`config.mk`:
```
export PLATFORM = sky130hd
export DESIGN_NAME = osc_freq_meter_flat
export DESIGN_NICKNAME = d
export VERILOG_FILES = /design/src/rtl/osc_freq_meter_if.sv /design/src/rtl/osc_freq_meter.sv /design/src/flat_wrapper.sv
export SDC_FILE = /design/constraint.sdc
export NUM_CORES = 1
export LEC_CHECK = 0
export BUFFER_PORTS_ARGS = -buffer_cell sky130_fd_sc_hd__buf_4
export CAP_MARGIN = 25
export CORE_MARGIN = 2
export CORE_UTILIZATION = 54
export DETAILED_ROUTE_END_ITERATION = 6
export PLACE_DENSITY = 0.88
export REMOVE_ABC_BUFFERS = 1
export SYNTH_ARGS = -nofsm -noshare
export SYNTH_HDL_FRONTEND = slang
export SYNTH_SLANG_ARGS = --single-unit
```
`constraint.sdc`:
```
create_clock -name clk -period 2.6 [get_ports clk]
set_clock_uncertainty 0.05 [all_clocks]
set_input_delay 0.39 -clock clk [delete_from_list [all_inputs] [get_ports clk]]
set_output_delay 0.39 -clock clk [all_outputs]
set_load 0.02 [all_outputs]
```
`src/rtl/osc_freq_meter_if.sv`:
```
// Purpose: control/result bundle between a frequency-meter client and the meter.
// Latency: wires only, no storage.
// Backpressure: none; the client sees busy and must not expect start to queue.
interface osc_freq_meter_if #(
  parameter int unsigned COUNT_W = 24
);
  logic               sig_in;
  logic               start;
  logic               abort;
  logic               continuous;
  logic               busy;
  logic               valid;
  logic [COUNT_W-1:0] freq_count;
  logic               overflow;

  modport master (
    output sig_in, start, abort, continuous,
    input  busy, valid, freq_count, overflow
  );

  modport slave (
    input  sig_in, start, abort, continuous,
    output busy, valid, freq_count, overflow
  );
endinterface

```
`src/rtl/osc_freq_meter.sv`:
```
// Purpose: counts rising edges of an asynchronous signal over a fixed gate window of clk cycles.
// Latency: start -> GATE_CYCLES gate cycles -> result with valid one cycle later; sig_in adds 3 cycles.
// Backpressure: none; valid is a one-cycle pulse, start is ignored while busy, abort cancels.
module osc_freq_meter #(
  parameter int unsigned GATE_CYCLES = 7000000,
  parameter int unsigned COUNT_W     = 24
) (
  input logic             clk,
  input logic             rst,
  osc_freq_meter_if.slave bus
);

  // Gate counter sized to hold GATE_CYCLES itself, so the final increment never wraps.
  localparam int GATE_W = $clog2(64'(GATE_CYCLES) + 64'd1);
  localparam logic [GATE_W-1:0]  GATE_LAST = GATE_W'(GATE_CYCLES - 1);
  localparam logic [COUNT_W-1:0] CNT_MAX   = '1;

  typedef enum logic [1:0] {
    IDLE = 2'd0,
    GATE = 2'd1,
    DONE = 2'd2
  } state_t;

  state_t             state;
  logic               s1, s2, s3;
  logic               strobe;
  logic [GATE_W-1:0]  gate_cnt;
  logic [COUNT_W-1:0] edge_cnt;
  logic               sticky;
  logic [COUNT_W-1:0] edge_next;
  logic               sticky_next;
  logic               busy_q;
  logic               valid_q;
  logic [COUNT_W-1:0] freq_q;
  logic               ovf_q;

  // Two-flop synchronizer plus a history flop for rising-edge detection.
  always_ff @(posedge clk or posedge rst) begin
    if (rst) begin
      s1 <= 1'b0;
      s2 <= 1'b0;
      s3 <= 1'b0;
    end else begin
      s1 <= bus.sig_in;
      s2 <= s1;
      s3 <= s2;
    end
  end

  assign strobe = s2 & ~s3;

  // Saturating edge count; a strobe that cannot be counted marks the window as overflowed.
  always_comb begin
    edge_next   = edge_cnt;
    sticky_next = sticky;
    if (strobe) begin
      if (edge_cnt == CNT_MAX) begin
        sticky_next = 1'b1;
      end else begin
        edge_next = edge_cnt + 1'b1;
      end
    end
  end

  // Measurement FSM; the result is latched on the last gate cycle so valid and data
  // appear together in the DONE cycle. An abort landing in DONE only cancels the restart.
  always_ff @(posedge clk or posedge rst) begin
    if (rst) begin
      state    <= IDLE;
      gate_cnt <= '0;
      edge_cnt <= '0;
      sticky   <= 1'b0;
      busy_q   <= 1'b0;
      valid_q  <= 1'b0;
      freq_q   <= '0;
      ovf_q    <= 1'b0;
    end else begin
      valid_q <= 1'b0;
      case (state)
        IDLE: begin
          if (bus.start && !bus.abort) begin
            state    <= GATE;
            busy_q   <= 1'b1;
            gate_cnt <= '0;
            edge_cnt <= '0;
            sticky   <= 1'b0;
          end
        end
        GATE: begin
          if (bus.abort) begin
            state  <= IDLE;
            busy_q <= 1'b0;
          end else begin
            gate_cnt <= gate_cnt + 1'b1;
            edge_cnt <= edge_next;
            sticky   <= sticky_next;
            if (gate_cnt == GATE_LAST) begin
              state   <= DONE;
              valid_q <= 1'b1;
              freq_q  <= edge_next;
              ovf_q   <= sticky_next;
            end
          end
        end
        DONE: begin
          if (bus.abort || !bus.continuous) begin
            state  <= IDLE;
            busy_q <= 1'b0;
          end else begin
            state    <= GATE;
            gate_cnt <= '0;
            edge_cnt <= '0;
            sticky   <= 1'b0;
          end
        end
        default: begin
          state  <= IDLE;
          busy_q <= 1'b0;
        end
      endcase
    end
  end

  assign bus.busy       = busy_q;
  assign bus.valid      = valid_q;
  assign bus.freq_count = freq_q;
  assign bus.overflow   = ovf_q;

endmodule
```
`src/flat_wrapper.sv`:
```
// flat-port wrapper written by rule: the top's interface ports become plain ports
module osc_freq_meter_flat 
#(
  parameter int unsigned GATE_CYCLES = 7000000,
  parameter int unsigned COUNT_W     = 24
)
  (clk, rst, bus_sig_in, bus_start, bus_abort, bus_continuous, bus_busy, bus_valid, bus_freq_count, bus_overflow);
  osc_freq_meter_if #(.COUNT_W(COUNT_W)) bus_i ();
  input logic clk;
  input logic rst;
  input wire logic [$bits(bus_i.sig_in)-1:0] bus_sig_in;
  input wire logic [$bits(bus_i.start)-1:0] bus_start;
  input wire logic [$bits(bus_i.abort)-1:0] bus_abort;
  input wire logic [$bits(bus_i.continuous)-1:0] bus_continuous;
  output wire logic [$bits(bus_i.busy)-1:0] bus_busy;
  output wire logic [$bits(bus_i.valid)-1:0] bus_valid;
  output wire logic [$bits(bus_i.freq_count)-1:0] bus_freq_count;
  output wire logic [$bits(bus_i.overflow)-1:0] bus_overflow;
  assign bus_i.sig_in = bus_sig_in;
  assign bus_i.start = bus_start;
  assign bus_i.abort = bus_abort;
  assign bus_i.continuous = bus_continuous;
  assign bus_busy = bus_i.busy;
  assign bus_valid = bus_i.valid;
  assign bus_freq_count = bus_i.freq_count;
  assign bus_overflow = bus_i.overflow;
  osc_freq_meter #(.GATE_CYCLES(GATE_CYCLES), .COUNT_W(COUNT_W)) u_core (.clk(clk), .rst(rst), .bus(bus_i));
endmodule
```
After elaboration in Yosys (flattened, before gate mapping)
Cells that the tools add are included.

word-level totals
  flip-flop bits (word level) = 80
  output and inout bits = 27
  logic and storage cells = 64

operators by class
  add/sub/neg operators = 2
  equality and inequality tests = 10
  mux-type cells = 28
  bitwise operators = 3
  reduce and logical (&&, ||, !) cells = 10

operators with widths
  cell                                                   number
  two-way mux 24 bit                                     5
  one-hot mux 24 bit (3 select lines)                    1
  two-way mux 23 bit                                     3
  one-hot mux 23 bit (3 select lines)                    1
  adder 24 x 1 -> 24 bit, second input constant          1
  == test 24 bit, second input constant                  1
  adder 23 x 1 -> 23 bit, second input constant          1
  == test 23 bit, second input constant                  1
  two-way mux 1 bit                                      12
  two-way mux 2 bit                                      3
  inequality test 2 bit, second input constant           3
  one-hot mux 1 bit (3 select lines)                     2
  one-hot mux 2 bit (3 select lines)                     1
  AND reduction 3 bit                                    2
  inequality test 2 x 1 -> 1 bit, second input constant  2
  AND reduction 4 bit                                    1
  inequality test 3 x 2 -> 1 bit, second input constant  1
  nonzero test 3 bit                                     1
  == test 2 x 1 -> 1 bit, second input constant          1
  == test 2 bit, second input constant                   1
  logical NOT 1 bit                                      2
  logical NOT 2 bit                                      1
  inverter 1 bit                                         2
  AND reduction 2 bit                                    1
  other kinds (3)                                        3

Depth between registers and ports, before layout
Gate-level depths: netlist (run 1).

  word-level depth = 5
  gate-level depth with buffers = 8
  gate-level depth less buffers = 6

Least setup slack after synthesis (run 1)
Ideal clock, no wire load.

  kind = input to register
  start point = in bus_abort
  end point = reg u_core.freq_q[6] (netlist: u_core.bus.freq_count[6])
  setup time = 0.069 ns
  arrival = 2.450 ns
  data required time = 2.481 ns
  slack = 0.031 ns
  stages = 8
  path through = buf_2 > or3b_1 > buf_2 > or4_4 > or2_0 > buf_2 > or4_1 > nand3_1

on the way
  cells in the longest elaborated chain, start to end = 2

ends and longest elaborated chain
  what                           line                   RTL
  from (decl)                    flat_wrapper.sv:13     input wire logic [$bits(bus_i.abort)-1:0] bus_abort;
  inverter 1 bit (no line)       -
  AND reduction 3 bit (no line)  -
  to (signal assigned)           osc_freq_meter.sv:100  freq_q <= edge_next;
  to (decl)                      osc_freq_meter.sv:34   logic [COUNT_W-1:0] freq_q;

Every way passes these cells.
A chain may end at the register's enable or synchronous reset.

Worst setup path after layout (run 1)
  start point = reg u_core.gate_cnt[13]
  end point = reg u_core.freq_q[11] (netlist: u_core.bus.freq_count[11])

on the way
  cells in the longest elaborated chain, start to end = 2

ends and longest elaborated chain
  what                           line                  RTL
  from (decl)                    osc_freq_meter.sv:27  logic [GATE_W-1:0] gate_cnt;
  from (signal assigned)         osc_freq_meter.sv:94  gate_cnt <= gate_cnt + 1'b1;
  == test 23 bit                 osc_freq_meter.sv:97  if (gate_cnt == GATE_LAST) begin
  AND reduction 3 bit (no line)  -

Every way passes these cells.

==> run summary, run 1 <==
max_cap viols: 0
n_diodes: 0
ys async rst share: 100%
Routability Congestion: 0.927
Commonest cells post-synth: dfrtp_1, nand2_1, nor2_1, o21ai_0, nand3_1
Max Clk Rate: 404 MHz
CTS tree: yes
RSZ-0062 raised after global routing: no
area leader, netlist: dfrtp_1
CP endpoint kind: flip-flop
critical path's slowest cell: or4_1
fraction of layout cells with a size suffix above 1: 14.9%
status: finished clean
Most used DFF post-synth: dfrtp_1
hold_buf cts: 0
FF+latch count, synth: 80
worst path buffer plus inverter count: 0
clk_lat worst skew: 0.36 ns
Synth warnings: 0
Die Wd: 92.1 um
hold_ws: 0.0387 ns
ANT nets after route: 0
pwr/cell area: 472 nW/um^2
Syn Inst Count: 462
Syn Area/Cell: 9.07 sq um
Area Growth Syn to Fin: 15.6%
EDFF count, synth: 0
endpoints failing setup: 0
initial antenna violation count: 0
leakage: 2.09 nW
Worst Slack Setup Final: 0.127 ns
global route overflow: 0
Rows: 32
slowest stage delay, CP: 0.53 ns
DRT iter0 DRCs: 299
max_slew headroom: 59.6%
core area: 7610 sq um
CTS Root Buffer Type: clkbuf_8
largest cells by area after synthesis: dfrtp_1, o21ai_0, nand2_1
fill cell count: 634
crit-path leading delay family: simple AND/OR/NAND/NOR gates
most common cell in the synthesized netlist: dfrtp_1
Nets: 513
crit path cell chain: or4b_1 > or4_4 > or2_4 > or4_1 > nand3_1
DR pass1 iterations: 5
# DRC: 0
CP startpoint kind: flip-flop
Slew Viols, Final: 0
vias: 3718
gr usage total: 24.8%
final critical-path required period: 2.47 ns
drt wl/cell: 16.0 um
num ports: 33
DR vias/cell: 6.08
worst min path class: primary input to asynchronous set/reset pin
Post-Route Utilization: 63.7%
H-tree depth: 3
sequential-to-total area share from yosys stat: 47.8%
cell area after layout: 4850 sq um
Setup TNS Final: 0 ns
post-synth top area share: 47.8%
dpl cell area: 4660 sq um
pre-CTS setup slack: -0.0558 ns
CTS buffer count: 9
crit share post-route: 95.1%
vias in the first global route: 3592
largest net degree at the start of global routing: 47
Multi-input gate area: 2030 sq um
CTS Sinks: 80
HPWL reported at the end of detailed placement: 6810 um
CTS max path bufs: 2
starting density of the core: 55.1%
worst path arrival time: 2.72 ns
Mapped Area: 4190 sq um
Fin. Hold Viols: 0
chip height: 92.1 um
kind of critical path: flip-flop to flip-flop
Req. time, crit path: 2.85 ns
first-pass GRT wire length: 16800 um
Post-Route WL: 9790 um
CP max FO: 9
Reg area: 2000 sq um
post-synth cell types: 50
pin slew with the least headroom to its limit: 0.606 ns
die area: 8480 sq um
Max VDD drop: 0.294 mV
post-CTS setup repair buffer count: 0
Clock transition at path regs: 0.08 ns
IO buf count: 32
power breakdown:
| part | total [mW] | switching [mW] | internal (mW) |
|---|---|---|---|
| sequential | 1.29 | 0.0251 | 1.26 |
| combinational | 0.142 | 0.0938 | 0.0483 |
| clock | 0.861 | 0.461 | 0.399 |
cell families (layout without fill, tap and decap cells):
family	count (synthesis)	in the layout	share of synthesized area, %
simple gates	199	199	24.9
compound gates	106	106	15.9
flops	80	80	47.8
buf+inv	42	90	3.85
xor+xnor	32	32	6.69
fa+ha+maj	2	2	0.597
mux	1	1	0.239
path summary, 6_finish.rpt:
path | depth (start not counted) | endpoint | slack, ns | start
worst max-delay path | 5 | u_core.bus.freq_count[11]$_DFFE_PP0P_ | 0.13 | u_core.gate_cnt[13]$_DFFE_PP0P_
worst min-delay path | 2 | u_core.edge_cnt[2]$_DFFE_PP0P_ | 0.04 | rst
worst max register to register | 5 | u_core.bus.freq_count[11]$_DFFE_PP0P_ | 0.13 | u_core.gate_cnt[13]$_DFFE_PP0P_
worst min register to register | 0 | u_core.s2$_DFF_PP0_ | 0.31 | u_core.s1$_DFF_PP0_
max in group asynchronous | 3 | u_core.gate_cnt[0]$_DFFE_PP0P_ | 1.84 | rst
min in group clk | 1 | u_core.s1$_DFF_PP0_ | 0.10 | bus_sig_in
layout make-up:
| type | count | share of cell area, % |
|---|---|---|
| Clock buffer | 12 | 3.20 |
| Inverter | 19 | 1.50 |
| Timing Repair Buffer | 55 | 8.78 |
| Multi-Input combinational cell | 340 | 42.0 |
| Sequential cell | 80 | 41.3 |
| Tap cell | 102 | 2.63 |
| Clock inverter | 4 | 0.594 |
sequential cells by signal, indices dropped and copies added, names as in the netlist:
signal and flops:
u_core.bus.busy 1, u_core.gate_cnt 23, u_core.bus.overflow 1, u_core.s3 1, u_core.sticky 1, u_core.s1 1, u_core.bus.freq_count 24, u_core.bus.valid 1
u_core.edge_cnt 24, u_core.state 2, u_core.s2 1
what timing repair did:
action	CTS	global route
setup endpoints to repair	2	3
gates resized for setup	1	1
hold endpoints to repair	0	0
pin swaps	0	0
cells in the final DEF, fill, tap and decap left out, types with 14 or more instances in the layout:
cell type,instances
a21oi_1,20
xnor2_1,19
a31oi_1,14
buf_4,54
nor2_1,38
inv_1,18
o21ai_0,35
nand2_1,46
dfrtp_1,80
nand3_1,30
nand4_1,19
routing by layer:
layer	track usage (%)	share of wire, %	vias up
met5	0	0	-
met4	11.1	2.2	0
met3	3.86	4.6	21
met2	42.8	51	126
met1	30.7	42	1808
li1	-	-	1763
metrics by stage:
step	cells	total power [mW]
3_5_place_dp	596	1.45
2_1_floorplan	439	1.39
6_report	612	2.29
4_1_cts	612	2.30
3_3_place_gp	596	1.45
5_1_grt	612	2.38
Note: power is estimated with default switching activity, not from simulation.
==> run 2: changes to the inputs <==
--- a/config.mk
+++ b/config.mk
@@ -7,2 +7,3 @@
 export LEC_CHECK = 0
+export ABC_AREA = 1
 export BUFFER_PORTS_ARGS = -buffer_cell sky130_fd_sc_hd__buf_4
@@ -10,4 +11,5 @@
 export CORE_MARGIN = 2
-export CORE_UTILIZATION = 54
+export CORE_UTILIZATION = 55
 export DETAILED_ROUTE_END_ITERATION = 6
+export GPL_ROUTABILITY_DRIVEN = 0
 export PLACE_DENSITY = 0.88
==> constraint.sdc (replaced) <==
create_clock -name clk -period 2.6 [get_ports clk]
set_clock_uncertainty 0.05 [all_clocks]
set_input_delay 0 -clock clk [delete_from_list [all_inputs] [get_ports clk]]
set_output_delay 0 -clock clk [all_outputs]
set_load 0.02 [all_outputs]
==> run summary, run 2 <==
status: finished clean
Fin. Hold Viols: 0 (unchanged)
CP max FO: 27 (+18)
crit share post-route: 80.0% (-15 points)
RSZ-0062 raised after global routing: no
post-synth top area share: 41.7% (-6.0 points)
Slew Viols, Final: 0 (unchanged)
Max VDD drop: 0.277 mV (-5.9%)
pwr/cell area: 523 nW/um^2 (+11%)
Pwr Total: 2.80 mW (+22%)
Multi-input gate area: 2440 sq um (+20%)
Area Growth Syn to Fin: 11.7%
kind of critical path: flip-flop to flip-flop
Clock transition at path regs: 0.08 ns (about the same)
num ports: 33 (unchanged)
Req. time, crit path: 2.80 ns (-0.05 ns)
global route overflow: 0 (unchanged)
CTS buffer count: 9 (unchanged)
Post-Route WL: 10700 um (+9.4%)
Max Clk Rate: 481 MHz (+19%)
CTS Sinks: 80 (unchanged)
R2R setup slack: 0.52 ns (+0.39 ns)
chip height: 97.4 um (+5.8%)
Rows: 34 (+6.3%)
CTS tree: yes
ys async rst share: 100% (unchanged)
most frequent cells in the layout: nand2_1, dfrtp_1, nand3_1, nor2_1, inv_1
hold_ws: 0.0558 ns (+0.0171 ns)
Mapped Area: 4800 sq um (+14%)
drt wl/cell: 13.0 um (-19%)
max_slew headroom: 65.2% (+5.6 points)
cell area after layout: 5360 sq um (+11%)
worst min path class: primary input to asynchronous set/reset pin
H-tree depth: 3 (unchanged)
vias in the first global route: 4268 (+19%)
R2R depth: 8 (+3)
die area: 9480 sq um (+12%)
post-synth cell types: 33 (-34%)
max_cap viols: 0 (unchanged)
starting density of the core: 55.8% (+0.74 points)
CP endpoint kind: flip-flop
leakage: 2.69 nW (+29%)
CP startpoint kind: flip-flop
largest net degree at the start of global routing: 54 (+15%)
Setup TNS Final: 0 ns (unchanged)
fill cell count: 727 (+15%)
DR pass1 iterations: 5 (unchanged)
final critical-path required period: 2.08 ns (-0.392 ns)
Syn Inst Count: 671 (+45%)
sequential-to-total area share from yosys stat: 41.7% (-6.0 points)
vias: 4374 (+18%)
Syn Area/Cell: 7.15 sq um (-21%)
Commonest cells post-synth: nand2_1, dfrtp_1, nand3_1, nor2_1, inv_1
# DRC: 0 (unchanged)
first-pass GRT wire length: 19100 um (+13%)
CTS Root Buffer Type: clkbuf_8
area leader, netlist: dfrtp_1
IO buf count: 32 (unchanged)
pin slew with the least headroom to its limit: 0.521 ns (-0.0846 ns)
ANT nets after route: 0 (unchanged)
Reg area: 2000 sq um (unchanged)
Die Wd: 97.4 um (+5.8%)
Most used DFF post-synth: dfrtp_1
most common cell after layout, fill and taps aside: nand2_1
CTS max path bufs: 2 (unchanged)
core area: 8590 sq um (+13%)
Nets: 717 (+40%)
n_diodes: 0 (unchanged)
EDFF count, synth: 0 (unchanged)
initial antenna violation count: 0 (unchanged)
largest cells by area after synthesis: dfrtp_1, nand2_1, nand3_1
fraction of layout cells with a size suffix above 1: 15.5% (+0.64 points)
DR vias/cell: 5.32 (-12%)
DRT iter0 DRCs: 251 (-16%)
most common cell in the synthesized netlist: nand2_1
gr usage total: 24.0% (-0.76 points)
Synth warnings: 0 (unchanged)
HPWL reported at the end of detailed placement: 7540 um (+11%)
FF+latch count, synth: 80 (unchanged)
dpl cell area: 5120 sq um (+10%)
clk_lat worst skew: 0.37 ns (about the same)
endpoints failing setup: 0 (unchanged)
worst path arrival time: 2.28 ns (-0.44 ns)
run 2: cell families (layout without fill, tap and decap cells):
group / after synthesis / count (layout) / share of synthesized area, %
simple gates: 471 / 471 / 45.4
xor+xnor: 6 / 6 / 1.25
compound gates: 33 / 33 / 3.78
fa+ha+maj: 2 / 2 / 0.522
buf+inv: 79 / 122 / 7.35
flops: 80 / 80 / 41.7
run 2: routing by layer:
layer | global-route usage, % | part of all wire [%] | vias up
li1 | - | - | 2198
met1 | 28.9 | 42 | 2001
met2 | 42.0 | 50 | 144
met3 | 5.76 | 5.3 | 31
met4 | 8.55 | 2.1 | 0
met5 | 0 | 0 | -
run 2: area by class of cell:
type / count / share of cell area (%)
clock buffer: 12 / 3.08
clock inverter: 4 / 0.491
inverter: 65 / 4.63
multi-input combinational: 512 / 45.6
sequential: 80 / 37.4
tap: 108 / 2.52
timing repair buffer: 41 / 6.31
run 2: timing repair:
action                    in CTS  in global routing
setup buffers                  0                  0
hold endpoints to repair      64                  0
resized for setup              0                  0
hold buffers                   4                  0
run 2: worst paths after layout:
kind / endpoint / from
min: u_core.gate_cnt[14]$_DFFE_PP0P_ / rst
min reg2reg: u_core.s2$_DFF_PP0_ / u_core.s1$_DFF_PP0_
min in group clk: u_core.bus.busy$_DFFE_PP0P_ / bus_start
max reg2reg: u_core.bus.freq_count[5]$_DFFE_PP0P_ / u_core.gate_cnt[0]$_DFFE_PP0P_
max: u_core.bus.freq_count[5]$_DFFE_PP0P_ / u_core.gate_cnt[0]$_DFFE_PP0P_
max in group asynchronous: u_core.edge_cnt[11]$_DFFE_PP0P_ / rst
run 2: stage by stage:
stage / cells / worst slack [ns] / utilization (%)
floorplan: 657 / 0.498 / -
global placement: 801 / 0.622 / 59.3
detailed placement: 802 / 0.526 / 59.6
CTS: 822 / 0.518 / 62.3
global route: 822 / 0.256 / 62.3
finish: 822 / 0.519 / 62.3
run 2: report_power, final:
group,internal [mW],total (mW),switching (mW)
combinational,0.135,0.553,0.418
sequential,1.30,1.36,0.0676
clock,0.425,0.885,0.460
total,1.86,2.80,0.946
run 2: critical path: stages (launching register included):
cell and delay, ns:
dfrtp_1 0.43, ha_1 0.27, nand3_2 0.17, nor2_2 0.20, nand3_4 0.13, nor2_8 0.36
inv_4 0.19, nand2_1 0.11, nand2_1 0.06
==> run 3: changes to the inputs <==
ABC_AREA = 0   (was 1)
PLACE_DENSITY = 0.86   (was 0.88)
clock period = 2.04 ns   (was 2.6 ns; I/O delays follow)
==> run summary, run 3 (same netlist as run 1, synthesis figures left out) <==
status: finished, violations left
failing checks: setup timing
DP Cell Count: 633 (-21%)
DRT iter0 DRCs: 391 (+56%)
DR vias/cell: 6.29 (+18%)
clk_lat worst skew: 0.36 ns (about the same)
most common cell after layout, fill and taps aside: buf_4
crit share post-route: 121% (+41 points)
worst path arrival time: 2.72 ns (+0.44 ns)
Slew Viols, Final: 0 (unchanged)
fin cells: 667 (-19%)
Req. time, crit path: 2.29 ns (-0.51 ns)
CTS Sinks: 80 (unchanged)
Sw Ratio: 24.5% (-9.2 points)
H-tree depth: 3 (unchanged)
Area Growth Syn to Fin: 32.8%
vias: 4195 (-4.1%)
CTS Root Buffer Type: clkbuf_8
global route overflow: 0 (unchanged)
RSZ-0062 raised after global routing: yes
pwr/cell area: 580 nW/um^2 (+11%)
starting density of the core: 57.2% (+1.3 points)
Nets: 572 (-20%)
CTS tree: yes
sw power: 0.791 mW (-16%)
Max Clk Rate: 404 MHz (-16%)
n_diodes: 0 (unchanged)
HPWL reported at the end of detailed placement: 6900 um (-8.5%)
Setup crit start: u_core.state[1]$_DFFE_PP0P_
max_cap viols: 0 (unchanged)
Comb power frac: 8.9% (-11 points)
GR Layer Usage met2: 46.5% (+4.6 points)
Clk pwr share: 40.7% (+9.1 points)
crit path to: u_core.bus.freq_count[7]$_DFFE_PP0P_
core area: 7330 sq um (-15%)
final critical-path required period: 2.47 ns (+0.393 ns)
drt wl/cell: 18.0 um (+38%)
Post-Route WL: 12000 um (+12%)
Worst Slack Setup Final: -0.433 ns (-0.953 ns)
Setup TNS Final: -3.47 ns (-3.47 ns)
GR peak layer: met2
fraction of layout cells with a size suffix above 1: 28.2% (+13 points)
num ports: 33 (unchanged)
largest net degree at the start of global routing: 81 (+50%)
endpoints failing setup: 16 (+16)
R2R setup slack: -0.43 ns (-0.95 ns)
R2R depth: 5 (-3)
max_slew headroom: 71.9% (+6.7 points)
Die Wd: 91.3 um (-6.3%)
CP endpoint kind: flip-flop
pin slew with the least headroom to its limit: 0.421 ns (-0.100 ns)
chip height: 91.3 um (-6.3%)
vias in the first global route: 4029 (-5.6%)
Clock transition at path regs: 0.08 ns (about the same)
die area: 8330 sq um (-12%)
worst min path class: primary input to flip-flop
most frequent cells in the layout: buf_4, dfrtp_1, nand2_1, nor2_1, o21ai_0
Max VDD drop: 0.533 mV (+92%)
worst r2r dst: u_core.bus.freq_count[7]$_DFFE_PP0P_
CP startpoint kind: flip-flop
met3 GRT Util: 5.64% (-0.11 points)
Seq pwr share: 50.4% (+1.7 points)
IO buf count: 32 (unchanged)
ANT nets after route: 0 (unchanged)
kind of critical path: flip-flop to flip-flop
internal power: 2.44 mW (+31%)
grt met1 use: 32.4% (+3.4 points)
fill cell count: 470 (-35%)
leakage: 2.46 nW (-8.4%)
Rows: 31 (-8.8%)
CTS buffer count: 9 (unchanged)
DR pass1 iterations: 5 (unchanged)
Worst R2R Start: u_core.state[1]$_DFFE_PP0P_
CTS max path bufs: 2 (unchanged)
Fin. Hold Viols: 0 (unchanged)
first-pass GRT wire length: 18100 um (-4.9%)
gr usage total: 27.2% (+3.2 points)
CP max FO: 5 (-81%)
initial antenna violation count: 0 (unchanged)
# DRC: 0 (unchanged)
==> run 3: metal layers <==
layer,wire length (um),up-vias
met3,769,51
met2,6160,217
met4,517,0
met1,4520,2045
met5,0,-
li1,-,1882
==> run 3: power groups by stage <==
stage	registers (mW)	clock network [mW]	logic, mW
3_3_place_gp	1.65	0	0.217
2_1_floorplan	1.67	0	0.109
4_1_cts	1.62	1.33	0.248
5_1_grt	1.63	1.40	0.311
6_report	1.63	1.31	0.286
3_5_place_dp	1.66	0	0.227
==> run 3: metrics by stage <==
stage	setup WS, ns	hold WS (ns)	utilization [%]	area [sq um]	power [mW]
2_1_floorplan	-0.628	-0.0186	-	4100	1.78
3_3_place_gp	-0.520	0.0621	67.6	4960	1.87
3_5_place_dp	-0.566	0.0621	67.6	4960	1.88
4_1_cts	-0.391	0.0969	72.2	5300	3.20
5_1_grt	-0.499	0.174	75.9	5560	3.34
6_report	-0.433	0.139	75.9	5560	3.23
==> run 3: worst min-delay path by stage <==
stage / startpoint / to / slack (ns) / depth (start not counted)
2_1_floorplan: bus_sig_in / u_core.s1$_DFF_PP0_ / -0.02 / 0
5_1_grt: bus_start / u_core.state[0]$_DFFE_PP0P_ / 0.17 / 5
6_report: bus_start / u_core.state[0]$_DFFE_PP0P_ / 0.14 / 5
3_3_place_gp: bus_sig_in / u_core.s1$_DFF_PP0_ / 0.06 / 1
4_1_cts: bus_start / u_core.state[0]$_DFFE_PP0P_ / 0.1 / 5
3_5_place_dp: bus_sig_in / u_core.s1$_DFF_PP0_ / 0.06 / 1
==> run 3: timing repair <==
action / 4_1_cts / 5_1_grt
endpoints found under the setup margin: 16 / 35
setup buffers: 1 / 12
endpoints found under the hold margin: 83 / 0
hold buffers: 5 / 0
cloned: 0 / 2
pin swaps: 3 / 21
resized for setup: 13 / 39
==> run 3: critical path: stages, from the launching register on <==
cell     delay [ns]
dfrtp_1        0.42
or3b_1         0.45
or4_4          0.59
or2_4          0.31
or4_1          0.50
nand3_1        0.10
==> run 3: cell type report <==
class	count	area, sq um	share of cell area [%]
clock inverter	5	81.3	1.46
inverter	19	72.6	1.30
multi-input combinational	341	2250	40.4
timing repair buffer	113	896	16.1
clock buffer	10	138	2.47
tap	99	124	2.23
sequential	80	2000	36.0
